### config.mk
export PLATFORM = sky130hd
export DESIGN_NAME = sonido
export DESIGN_NICKNAME = d
export VERILOG_FILES = /design/src/rtl/sonido.sv
export SDC_FILE = /design/constraint.sdc
export NUM_CORES = 1
export LEC_CHECK = 0
export ABC_CLOCK_PERIOD_IN_PS = 2050
export CAP_MARGIN = 0
export CORE_MARGIN = 1
export CORE_UTILIZATION = 50
export DETAILED_ROUTE_END_ITERATION = 8
export HOLD_SLACK_MARGIN = 0.02
export PLACE_DENSITY = 0.81
export SYNTH_ARGS = -nofsm -noshare
export SYNTH_HDL_FRONTEND = slang
export SYNTH_SLANG_ARGS = --single-unit
### constraint.sdc
create_clock -name clk -period 2.05 [get_ports clk]
set_clock_uncertainty 0.15 [all_clocks]
set_input_delay 0.3075 -clock clk [delete_from_list [all_inputs] [get_ports clk]]
set_output_delay 0.3075 -clock clk [all_outputs]
set_load 0.02 [all_outputs]
### src/rtl/sonido.sv
`default_nettype none
// ============================================================================
// Module   : sonido
// Purpose  : I2S stereo DAC driver (MCLK/LRCLK/SDIN) fed by a square-wave tone.
//            Optional macro SONIDO_MUTE_EN adds a frame-synchronous mute input.
// Revision : 1.0 - initial release
// ============================================================================
module sonido #(
    parameter int          TONE_HALF_PERIOD = 111,
    parameter logic [15:0] AMPLITUDE        = 16'h2000
) (
    input  logic clk,
    input  logic reset,
`ifdef SONIDO_MUTE_EN
    input  logic mute,
`endif
    output logic MCLK,
    output logic LRCLK,
    output logic SDIN
);

    localparam logic [11:0] FC_LAST       = 12'(TONE_HALF_PERIOD - 1);
    localparam logic [15:0] NEG_AMPLITUDE = 16'(~AMPLITUDE + 16'd1);

    logic [9:0]  cnt;
    logic [11:0] fc;
    logic        pol;
    logic [15:0] sample;
    logic        sdin_q;

    logic [9:0]  cnt_next;
    logic        wrap;
    logic        fc_last;
    logic        pol_next;
    logic        mute_now;
    logic [15:0] sample_next;
    logic [4:0]  slot_next;
    logic [3:0]  bit_idx;
    logic        sdin_next;

`ifdef SONIDO_MUTE_EN
    assign mute_now = mute;
`else
    assign mute_now = 1'b0;
`endif

    always_comb begin
        cnt_next    = cnt + 10'd1;
        wrap        = (cnt == 10'd1023);
        fc_last     = (fc == FC_LAST);
        pol_next    = fc_last ? ~pol : pol;
        sample_next = mute_now ? 16'h0000 : (pol_next ? NEG_AMPLITUDE : AMPLITUDE);
        // SDIN is registered from the next count so it switches cleanly on the
        // SCLK falling edge; slot s (1..16) carries sample bit 16-s.
        slot_next   = cnt_next[8:4];
        bit_idx     = 4'd0 - slot_next[3:0];
        sdin_next   = 1'b0;
        if ((slot_next != 5'd0) && (slot_next <= 5'd16)) begin
            sdin_next = sample[bit_idx];
        end
    end

    always_ff @(posedge clk or negedge reset) begin
        if (!reset) begin
            cnt    <= 10'd0;
            fc     <= 12'd0;
            pol    <= 1'b0;
            sample <= AMPLITUDE;
            sdin_q <= 1'b0;
        end else begin
            cnt    <= cnt_next;
            sdin_q <= sdin_next;
            if (wrap) begin
                pol    <= pol_next;
                fc     <= fc_last ? 12'd0 : fc + 12'd1;
                sample <= sample_next;
            end
        end
    end

    assign MCLK  = cnt[1];
    assign LRCLK = cnt[9];
    assign SDIN  = sdin_q;

endmodule
`default_nettype wire

==> flow_summary_export.csv <==
group,metric,value,unit
synthesis,async_flop_share,100,%
synthesis,syn_area,0.00134,sq mm
global_routing,grt_util_met1,28.0,%
synthesis,ys_types,40,
drt,drt_wl_total,2.90,mm
die,start_util,53.5,%
synthesis,synth_ff_type,"dfrtp_1",
drt,drtIter0Drc,32,
global_routing,met3_usage,2.54,%
global_routing,track_usage,22.3,%
clock_tree,numCtsBuffers,3,
sta,setup_viol,0,
die,dieHeight,53.7,um
clock_tree,clk_latency,300,ps
synthesis,syn_inst,138,
power,power,730,uW
global_routing,grt_pass1_wl,4.66,mm
placement,dp_hpwl,1.95,mm
drt,viasPerCell,5.86,
sta,tightest_slew,309,ps
global_routing,grt_pass1_vias,1044,
synthesis,yosys_warnings,0,
finish,num_antenna_cells,0,
placement,io_buffers,4,
sta,period_share,99.4,%
setup_path,crit_arrival,2110,ps
die,top_level_ports,5,
synthesis,synth-seq-cells,24,
sta,whs,184,ps
synthesis,ys_top_cells_by_area,"dfrtp_1 45%, nand2_1 5.3%, xnor2_1 5.2%",
sta,timing_hold_violations_final,0,
synthesis,synth_edf_count,0,
drt,vias,1114,
drt,wire_per_inst,15.3,um
placement,place_ws,7.76,ps
sta,setup_ws,13.3,ps
setup_path,worstSetupEndpointType,"flip-flop",
finish,area.growth.synth_to_final,23.4,%
status,status,"complete, no violations",
global_routing,top_usage_layer,"met2",
drt,dr.pass1.iters,5,
run,maxCapViolations,0,
drt,drc_errors,0,
die,core_region_area,0.00250,sq mm
sta,slew_viol_final,0,
power,worst_ir_drop_vdd,307,uV
clock_tree,clkTransAtPathRegs,130,ps
worst_hold_path,hp-class,"primary input to asynchronous set/reset pin",
clock_tree,clockRootBuffer,"clkbuf_4",
synthesis,avgSynthCellArea,9.69,sq um
synthesis,syn_nets,144,
die,die_w,53.7,um
drt,antenna_left,0,
sta,rsz0062_at_grt,"yes",
global_routing,grt_start_max_net_pins,25,
setup_path,critPathLaunchType,"flip-flop",
sta,min_period,2040,ps
clock_tree,cts_tree,"built",
setup_path,path_max_fanout,4,
power,power_leakage,0.000703,uW
setup_path,critical_path_class,"flip-flop to flip-flop",
global_routing,grt.overflow.total,0,
sta,fmax,0.491,GHz
setup_path,crit_required,2120,ps
die,dieArea,0.00289,sq mm
synthesis,ys_seq_area_share,44.9,%
finish,drive_gt1_share,26.3,%
placement,gp_congestion,0.828,
clock_tree,clk_path_buf_depth,2,
synthesis,synth_top_area_cell,"dfrtp_1",
global_routing,use_met2,39.7,%
die,rows,18,
synthesis,synthDominantCellAreaShare,44.9,%
sta,slew_headroom,79.4,%
power,power_density,443,mW/mm^2
global_routing,antenna_found_initial,0,
clock_tree,h-tree-depth,1,
clock_tree,cts_sinks,24,
finish,final_nets,167,
[where the power goes]
part	leakage [uW]	switching, uW	internal (uW)
Combinational	0.000368	9.05	2.91
Clock	0.0000210	137	108
Sequential	0.000314	0	473
Total	0.000703	146	585
[cell usage after synthesis, drive strengths merged, types with 2 or more instances]
library cell and n:
nand3 8, dfrtp 24, nand4 3, nand2 19, o31ai 2, nor3 3, and4 3, nand3b 2
o21ai 11, ha 4, and2 2, clkbuf 2, and3 3, inv 5, xnor2 8, buf 3
nor2 11, nand2b 2, xor2 5, a31oi 2
[worst paths after layout]
| path | depth (start not counted) | slack, ps | from | end |
|---|---|---|---|---|
| hold / removal | 2 | 180 | reset | fc[4] |
| hold reg to reg | 1 | 340 | fc[11] | fc[11] |
| setup reg to reg | 8 | 10 | cnt[0] | SDIN |
| setup / recovery | 8 | 10 | cnt[0] | SDIN |
| max in group asynchronous | 2 | 1310 | reset | cnt[1] |
| min in group clk | 1 | 340 | fc[11] | fc[11] |
[layout make-up]
cell class	count	area, sq um
Fill cell	198	850
Multi-Input combinational cell	104	768
Sequential cell	24	603
Timing Repair Buffer	23	186
Tap cell	30	37.5
Clock buffer	4	36.3
Inverter	5	18.8
[cells by family (layout without fill, tap and decap cells)]
group           Yosys count  after routing  synth area share (%)
compound gates           23             23                  12.0
xor+xnor                 13             13                  8.51
fa+ha+maj                 4              4                  3.74
buf+inv                  10             32                  3.09
flops                    24             24                  44.9
mux                       2              2                  1.59
simple gates             62             62                  26.2
[worst max-delay path: stages, from the launching register on]
cell,delay (ps)
dfrtp_1,460
ha_4,200
nand3_4,80
xor2_2,170
ha_2,220
nand3b_1,160
mux2i_1,180
a221oi_2,90
nor4_2,240
[sequential cells by signal, summed over array words and instances, names as in the netlist]
signal,cells
fc,12
cnt,10
SDIN,1
sample,1
[repair_timing]
item | 4_1_cts | 5_1_grt
hold buffers | 0 | 0
resized for setup | 5 | 6
setup buffers | 5 | 3
setup endpoints to repair | 1 | 2
pin swaps | 6 | 7
[cells in the final DEF (no fill, tap or decap), types with 3 or more instances in the layout]
cell and instances:
nand2_1 18, xnor2_1 7, xor2_1 4, clkbuf_4 3, buf_4 18, inv_1 5
nand3_1 6, clkdlybuf4s50_1 4, nor2_1 9, o21ai_0 11, and3_1 3, dfrtp_1 22
[metrics by stage]
step / instances / setup TNS (ps) / util [%] / area (sq um)
after global routing: 190 / -103 / 66.0 / 1650
final: 190 / 0 / 66.0 / 1650
after floorplan: 138 / 0 / - / 1370
after global placement: 178 / 0 / 60.1 / 1500
after CTS: 187 / -4.22 / 64.1 / 1600
after detailed placement: 178 / 0 / 60.1 / 1500
[metal layers]
metal | share of wire (%) | wire [um] | up-vias
li1 | - | - | 533
met1 | 43 | 1250 | 557
met2 | 54 | 1570 | 20
met3 | 2.1 | 61 | 4
met4 | 0.79 | 23 | 0
met5 | 0 | 0 | -
No activity file was read; power rests on OpenSTA's default activity.
